[config.mk]
export PLATFORM = sky130hd
export DESIGN_NAME = booth_product_accumulator
export DESIGN_NICKNAME = d
export VERILOG_FILES = /design/src/rtl/booth_acc_pkg.sv /design/src/rtl/booth_product_accumulator_delay.sv /design/src/rtl/booth_product_accumulator.sv
export SDC_FILE = /design/constraint.sdc
export NUM_CORES = 1
export LEC_CHECK = 0
export ABC_AREA = 1
export CAP_MARGIN = 20
export CELL_PAD_IN_SITES_DETAIL_PLACEMENT = 0
export CELL_PAD_IN_SITES_GLOBAL_PLACEMENT = 1
export CORE_UTILIZATION = 42
export CTS_BUF_LIST = sky130_fd_sc_hd__clkbuf_2 sky130_fd_sc_hd__clkbuf_4 sky130_fd_sc_hd__clkbuf_8
export CTS_CLUSTER_SIZE = 8
export DETAILED_ROUTE_END_ITERATION = 7
export GPL_TIMING_DRIVEN = 0
export PLACE_DENSITY = 0.92
export SYNTH_ARGS = -nofsm -noshare
export SYNTH_HDL_FRONTEND = slang
export SYNTH_SLANG_ARGS = --single-unit
[constraint.sdc]
create_clock -name clk -period 3.1 [get_ports clk]
set_input_delay 0.31 -clock clk [delete_from_list [all_inputs] [get_ports clk]]
set_output_delay 0.31 -clock clk [all_outputs]
set_load 0.01 [all_outputs]
[src/rtl/booth_acc_pkg.sv]
// booth_acc_pkg: shared FSM state type, product width and a width-parameterised saturating adder
package booth_acc_pkg;
  localparam int PROD_W = 16;
  typedef enum logic [1:0] {IDLE, ACCUM, DONE} state_t;
  function automatic logic [32:0] sat_add(input logic signed [31:0] a, input logic signed [31:0] b, input int w);
    logic signed [33:0] s, hi, lo;
    s = 34'(a) + 34'(b);
    hi = (34'sd1 <<< (w - 1)) - 34'sd1;
    lo = -hi - 34'sd1;
    return s > hi ? {1'b1, hi[31:0]} : s < lo ? {1'b1, lo[31:0]} : {1'b0, s[31:0]};
  endfunction
endpackage

[src/rtl/booth_product_accumulator_delay.sv]
// valid_delay_line: DEPTH-stage shift register (clk, rst, d in; q out = d delayed DEPTH cycles)
module valid_delay_line #(
  parameter int DEPTH = 4
) (
  input  logic clk,
  input  logic rst,
  input  logic d,
  output logic q
);
  logic [DEPTH-1:0] sr;
  always_ff @(posedge clk) sr <= rst ? '0 : DEPTH'({sr, d});
  assign q = sr[DEPTH-1];
endmodule

[src/rtl/booth_product_accumulator.sv]
// booth_product_accumulator: sums LEN aligned products with saturation (in: start, op_valid, product, sum_ready; out: sum, sum_valid, busy, overflow, lost)
module booth_product_accumulator
  import booth_acc_pkg::*;
#(
  parameter int MULT_LATENCY = 4,
  parameter int LEN = 4,
  parameter int ACC_W = 24
) (
  input  logic              clk,
  input  logic              rst,
  input  logic              start,
  input  logic              op_valid,
  input  logic [PROD_W-1:0] product,
  output logic [ACC_W-1:0]  sum,
  output logic              sum_valid,
  input  logic              sum_ready,
  output logic              busy,
  output logic              overflow,
  output logic              lost
);
  localparam int CW = $clog2(LEN + 1);
  state_t state, state_n;
  logic signed [ACC_W-1:0] acc, acc_n;
  logic [ACC_W-1:0] sum_n;
  logic [CW-1:0] count, count_n;
  logic ovf_n, pvalid, last;
  logic [32:0] sa;
  valid_delay_line #(.DEPTH(MULT_LATENCY)) u_dly (.clk(clk), .rst(rst), .d(op_valid), .q(pvalid));
  assign sa = sat_add(32'(acc), 32'(signed'(product)), ACC_W);
  assign last = count == CW'(LEN - 1);
  always_comb begin
    state_n = state;
    acc_n = acc;
    count_n = count;
    sum_n = sum;
    ovf_n = overflow;
    if (state == IDLE && start) begin
      state_n = ACCUM;
      acc_n = '0;
      count_n = '0;
      ovf_n = 1'b0;
    end
    if (state == ACCUM && pvalid) begin
      acc_n = sa[ACC_W-1:0];
      count_n = count + 1'b1;
      ovf_n = overflow | sa[32];
      state_n = last ? DONE : ACCUM;
      sum_n = last ? sa[ACC_W-1:0] : sum;
    end
    if (state == DONE && sum_ready) state_n = IDLE;
  end
  always_ff @(posedge clk) begin
    if (rst) begin
      state <= IDLE;
      acc <= '0;
      count <= '0;
      sum <= '0;
      overflow <= 1'b0;
      lost <= 1'b0;
    end else begin
      state <= state_n;
      acc <= acc_n;
      count <= count_n;
      sum <= sum_n;
      overflow <= ovf_n;
      lost <= pvalid && state != ACCUM;
    end
  end
  assign sum_valid = state == DONE;
  assign busy = state != IDLE;
endmodule

# Word-level counts from Yosys, hierarchy flattened
# Cells that the tools add are included.
# W data, S select, Z words.
# op_classes
addsub,2
magnitude_cmp,2
n_eq_ne,4
mux,11
bitwise,1
reduce_logical,9
# ops
cell,count
$mux W33,2
$mux W24,2
$add A24 B16 Y25,1
$gt A25 B24 Y1 const B,1
$lt A25 B24 Y1 const B,1
$mux W2,3
$mux W3,2
$logic_and A1 B1 Y1,4
$reduce_bool A2 Y1,2
$add A3 B1 Y3 const B,1
$eq A3 B2 Y1 const B,1
$eq A2 B1 Y1 const B,1
$eq A2 B2 Y1 const B,1
$logic_not A2 Y1,1
$mux W1,2
$ne A2 B1 Y1 const B,1
$reduce_and A2 Y1,1
$reduce_or A2 Y1,1
$or A1 B1 Y1,1
# word_totals
regBits,59
word_cells,36

# Longest topological paths before layout
# depth
depth_word,6
ltp_mapped,17
depth_no_buf,17

# Hierarchy
# From an unflattened synthesis, not the netlist that was laid out.
# unflattened
cells_unflattened,642
area_unflattened_um2,4141.5
# by_module_without_submodules
module,instances,cells_per_inst,area_per_inst_um2,seq_area_each_um2
booth_product_accumulator,1,630,4031.4,1101.1
valid_delay_line,1,12,110.1,80.1

# Worst setup path before layout
# OpenSTA, ideal clock, no wires.
# synth_timing
path_kind,register -> register
startpoint,reg acc[0]
endpoint,reg sum[7]
arrival_time_ps,1994
slack_ps,992
path_stages_with_launch,17
synth_period_minus_slack_ps,2108
cell_sequence,dfxtp_1 ha_1 inv_1 fa_1 nor2_1 o21ai_0 nand2_1 nand2_2 nand3_2 nand2_1 nand2_2 nand2_4 buf_12 nand2_2 nand2_1 o21bai_1 inv_1
# synth_via
elab_chain_cells,4
# synth_lines
element,line_no,source
start: declaration,booth_product_accumulator.sv:23,"logic signed [ACC_W-1:0] acc, acc_n;"
start signal: assignment,booth_product_accumulator.sv:62,acc <= acc_n;
$add A24 B16 Y25 (*),booth_acc_pkg.sv:7,s = 34'(a) + 34'(b);
$lt A25 B24 Y1,booth_acc_pkg.sv:10,"return s > hi ? {1'b1, hi[31:0]} : s < lo ? {1'b1, lo[31:0]} : {1'b0, s[31:0]};"
$mux W33,booth_acc_pkg.sv:10,
$mux W33 (*),booth_acc_pkg.sv:10,
end signal: assignment,booth_product_accumulator.sv:64,sum <= sum_n;
end: declaration,booth_product_accumulator.sv:14,"output logic [ACC_W-1:0] sum,"
# Every way passes the cells marked *; elsewhere a longest branch is shown, timed or not.
# A chain may end at the register's enable or synchronous reset.

# Worst setup path in the final report
# layout_timing
startpoint,in product[0]
endpoint,reg sum[13]
# layout_via
elab_chain_cells,4
# layout_lines
element,line_no,source
start: declaration,booth_product_accumulator.sv:13,"input logic [PROD_W-1:0] product,"
$add A24 B16 Y25 (*),booth_acc_pkg.sv:7,
$lt A25 B24 Y1,booth_acc_pkg.sv:10,
$mux W33,booth_acc_pkg.sv:10,
$mux W33 (*),booth_acc_pkg.sv:10,
# Marks and branches as above.

==> summary.txt <==
STA
  – Worst Hold Slack: 0.401 ns
  – Achievable Freq: 371 MHz
  – Post-route setup TNS: 0 ns
  – Final Skew: 0.00705 ns
  – Worst Slack Setup Final: 0.406 ns
  – Number of max-slew violations in the final report: 0
  – Post-layout minimum cycle time: 2.69 ns
  – Transition at the pin with the smallest max-transition slack: 0.655 ns
  – Hold violation total from the final report: 0
  – # setup viols final: 0
  – RSZ-0062 raised after global routing: no
  – Worst slew margin relative to its limit: 56.3%
  – Final period utilization: 86.9%

Die
  – IO Pins: 49
  – Floorplan die area: 10400 um2
  – Effective utilization at floorplan: 43.3%
  – Area of the core: 9730 um2
  – Number of rows created at floorplan: 36
  – Width of the die: 102 um
  – Height of the chip: 102 um

Clock network
  – Largest buffer count on any clock path: 2
  – Number of buffers inserted by hold repair at cts: 0
  – CTS clock-pin slew for the worst setup and hold paths: 0.07 ns
  – Clock tree root buffer cell: sky130_fd_sc_hd__clkbuf_8
  – Clk_lat worst skew: 0.34 ns
  – TritonCTS buffer count: 9
  – Buffer count from post-CTS setup fixing: 0
  – TritonCTS clock tree: built
  – Sinks on the clock net: 59
  – Post-cts repair resize count: 0
  – Clock H-tree levels: 3

Detailed routing
  – First DRT Iteration DRCs: 154
  – Via Count: 4066
  – Sum of routed wire length over all layers: 11.1 mm
  – Count of TritonRoute iterations in the first routing pass: 4
  – Vias/cell: 4.89
  – Remaining design rule violation count: 0
  – Drt wl/cell: 13.3 um
  – Antenna-violating nets left: 0

Power
  – Power density over the cells: 369 nW/um2
  – Maximum VDD drop: 360 uV
  – Clock share of power: 46.3%
  – LEAKAGE: 2.53 nW
  – Internal Dissipation: 1.43 mW
  – Power spent charging and discharging nets: 0.458 mW
  – Reg power frac: 40.5%
  – Portion of total power attributed to combinational logic: 13.1%
  – Fraction of power spent switching nets: 24.2%

Synth
  – Part of the Yosys area used for sequential elements: 28.0%
  – Total number of yosys warnings: 0
  – Cell area after technology mapping: 4220 um2
  – Primary FF master, synth: sky130_fd_sc_hd__dfxtp_1
  – Number of standard cells after synthesis: 634
  – Synth Net Count: 682
  – EDFF count, synth: 0
  – Synth Area per Inst: 6.65 um2
  – Share of flip-flops with an asynchronous set or reset after synthesis: 0%
  – Synth Register Bits: 59
  – Number of different library cells in the post-synthesis netlist: 35

Min path
  – Path category of the worst min-delay check: register to register

Placed design
  – Instance count after placement with tap cells included: 815
  – Total half-perimeter wirelength after legalization and detailed placement: 8.83 mm
  – GPL Wtd Cong: 0.921
  – Worst slack at placement: 0.0434 ns
  – Number of buffer cells added on primary ports: 48

Setup path
  – Crit path kind: input port to register
  – Data required, critical path: 3.33 ns
  – Critical Path Start Type: input port
  – Critical path capture point type: register
  – Max FO, Critical Path: 10
  – Data arrival time of the critical path: 2.93 ns

Final layout
  – Count of non-filler cells in the finished layout: 831
  – Fraction of layout instances using a drive strength above 1: 13.2%
  – Final antenna diode count: 0
  – Final layout net count: 741
  – Area growth from synthesis to final layout: 21.3%

Global routing
  – Overall Global Routing Usage: 22.9%
  – Largest net degree at the start of global routing: 11
  – Via count of the first global-routing pass: 3827
  – Global-route wire length before repair: 18.2 mm
  – Initial antenna violation count: 0
  – GR Overflow Total: 0

Run
  – Max capacitance violation total: 0

Status
  – Outcome: completed
==> layout make-up <==
cell class / instances / area, um2
sequential: 59 / 1180
tap: 133 / 166
clock inverter: 4 / 97.6
clock buffer: 12 / 153
buffer: 17 / 140
fill: 986 / 4620
timing repair buffer: 48 / 480
inverter: 89 / 334
multi-input combinational: 469 / 2560
==> cells in the final DEF, fill, tap and decap left out, drive strengths merged <==
cell type / count
nand2: 242
inv: 89
dfxtp: 59
a21oi: 50
clkdlybuf4s50: 48
nor2: 40
o21bai: 32
ha: 26
o21ai: 25
clkbuf: 22
nand3: 18
nand4: 11
xor2: 10
buf: 6
xnor2: 4
bufinv: 3
and2: 2
nor3: 2
or2: 1
dlygate4sd3: 1
a21o: 1
o211ai: 1
o22ai: 1
o21a: 1
a211oi: 1
fa: 1
clkinvlp: 1
==> per-layer routing <==
| metal | track usage [%] | up-vias | routed length [um] |
|---|---|---|---|
| met5 | 0 | - | 0 |
| met3 | 1.78 | 15 | 292 |
| met4 | 8.35 | 0 | 223 |
| met1 | 32.0 | 1848 | 5580 |
| li1 | - | 2131 | - |
| met2 | 36.9 | 72 | 4980 |
==> critical path: stages <==
cell and delay (ns):
sky130_fd_sc_hd__clkdlybuf4s50_1 0.48, sky130_fd_sc_hd__ha_1 0.20, sky130_fd_sc_hd__inv_1 0.07, sky130_fd_sc_hd__fa_1 0.45, sky130_fd_sc_hd__nor2_1 0.13, sky130_fd_sc_hd__o21ai_0 0.09
sky130_fd_sc_hd__nand2_1 0.22, sky130_fd_sc_hd__nand2_2 0.11, sky130_fd_sc_hd__nand3_2 0.09, sky130_fd_sc_hd__nand2_1 0.06, sky130_fd_sc_hd__nand2_2 0.10, sky130_fd_sc_hd__nand2_4 0.11
sky130_fd_sc_hd__buf_12 0.17, sky130_fd_sc_hd__nand2_2 0.05, sky130_fd_sc_hd__nand2_1 0.09, sky130_fd_sc_hd__o21bai_1 0.14, sky130_fd_sc_hd__inv_1 0.06
==> flip-flops by register name, indices dropped and copies added, names as in the netlist <==
signal,count
acc,24
sum,24
u_dly.sr,4
count,3
state,2
lost,1
overflow,1
==> synthesized netlist by cell type (5+ instances only) <==
| cell type | number | share of area [%] |
|---|---|---|
| sky130_fd_sc_hd__a21oi_1 | 45 | 5.3 |
| sky130_fd_sc_hd__a21oi_2 | 5 | 1.0 |
| sky130_fd_sc_hd__clkbuf_1 | 8 | 0.71 |
| sky130_fd_sc_hd__dfxtp_1 | 59 | 28 |
| sky130_fd_sc_hd__ha_1 | 26 | 7.7 |
| sky130_fd_sc_hd__inv_1 | 85 | 7.6 |
| sky130_fd_sc_hd__nand2_1 | 198 | 18 |
| sky130_fd_sc_hd__nand2_2 | 43 | 6.4 |
| sky130_fd_sc_hd__nand3_1 | 16 | 1.9 |
| sky130_fd_sc_hd__nand4_1 | 11 | 1.6 |
| sky130_fd_sc_hd__nor2_1 | 30 | 2.7 |
| sky130_fd_sc_hd__nor2_2 | 7 | 1.0 |
| sky130_fd_sc_hd__o21ai_0 | 25 | 3.0 |
| sky130_fd_sc_hd__o21bai_1 | 29 | 5.2 |
| sky130_fd_sc_hd__xor2_1 | 10 | 2.1 |
==> power by group through the flow <==
stage / registers [mW] / logic (mW) / clock network, mW
finish: 0.765 / 0.248 / 0.875
global route: 0.764 / 0.273 / 0.919
CTS: 0.765 / 0.247 / 0.884
detailed placement: 0.782 / 0.245 / 0
global placement: 0.782 / 0.243 / 0
floorplan: 0.781 / 0.168 / 0
==> stage by stage <==
stage	cell area, um2	power [mW]	util, %
3_5_place_dp	4860	1.03	50.0
4_1_cts	5110	1.90	52.6
6_report	5110	1.89	52.6
2_1_floorplan	4220	0.949	-
5_1_grt	5110	1.96	52.6
3_3_place_gp	4860	1.02	50.0
==> cell families after synthesis <==
family	Yosys count	share of synthesized area (%)
and+or+nand+nor	316	33.5
AOI/OAI and AO/OA	112	16.2
buffers and inverters	106	11.2
DFF	59	28.0
adders and majority gates	27	8.19
xor gates and xnor gates	14	2.91
==> final timing paths <==
| check | from | slack, ns | depth (start not counted) | to |
|---|---|---|---|---|
| worst max-delay path | product[0] | 0.41 | 17 | sum[13] |
| worst min-delay path | u_dly.sr[0] | 0.40 | 2 | u_dly.sr[1] |
| worst max register to register | acc[0] | 0.52 | 16 | sum[13] |
| worst min register to register | u_dly.sr[0] | 0.40 | 2 | u_dly.sr[1] |
Power figures use the tool's default switching activity.
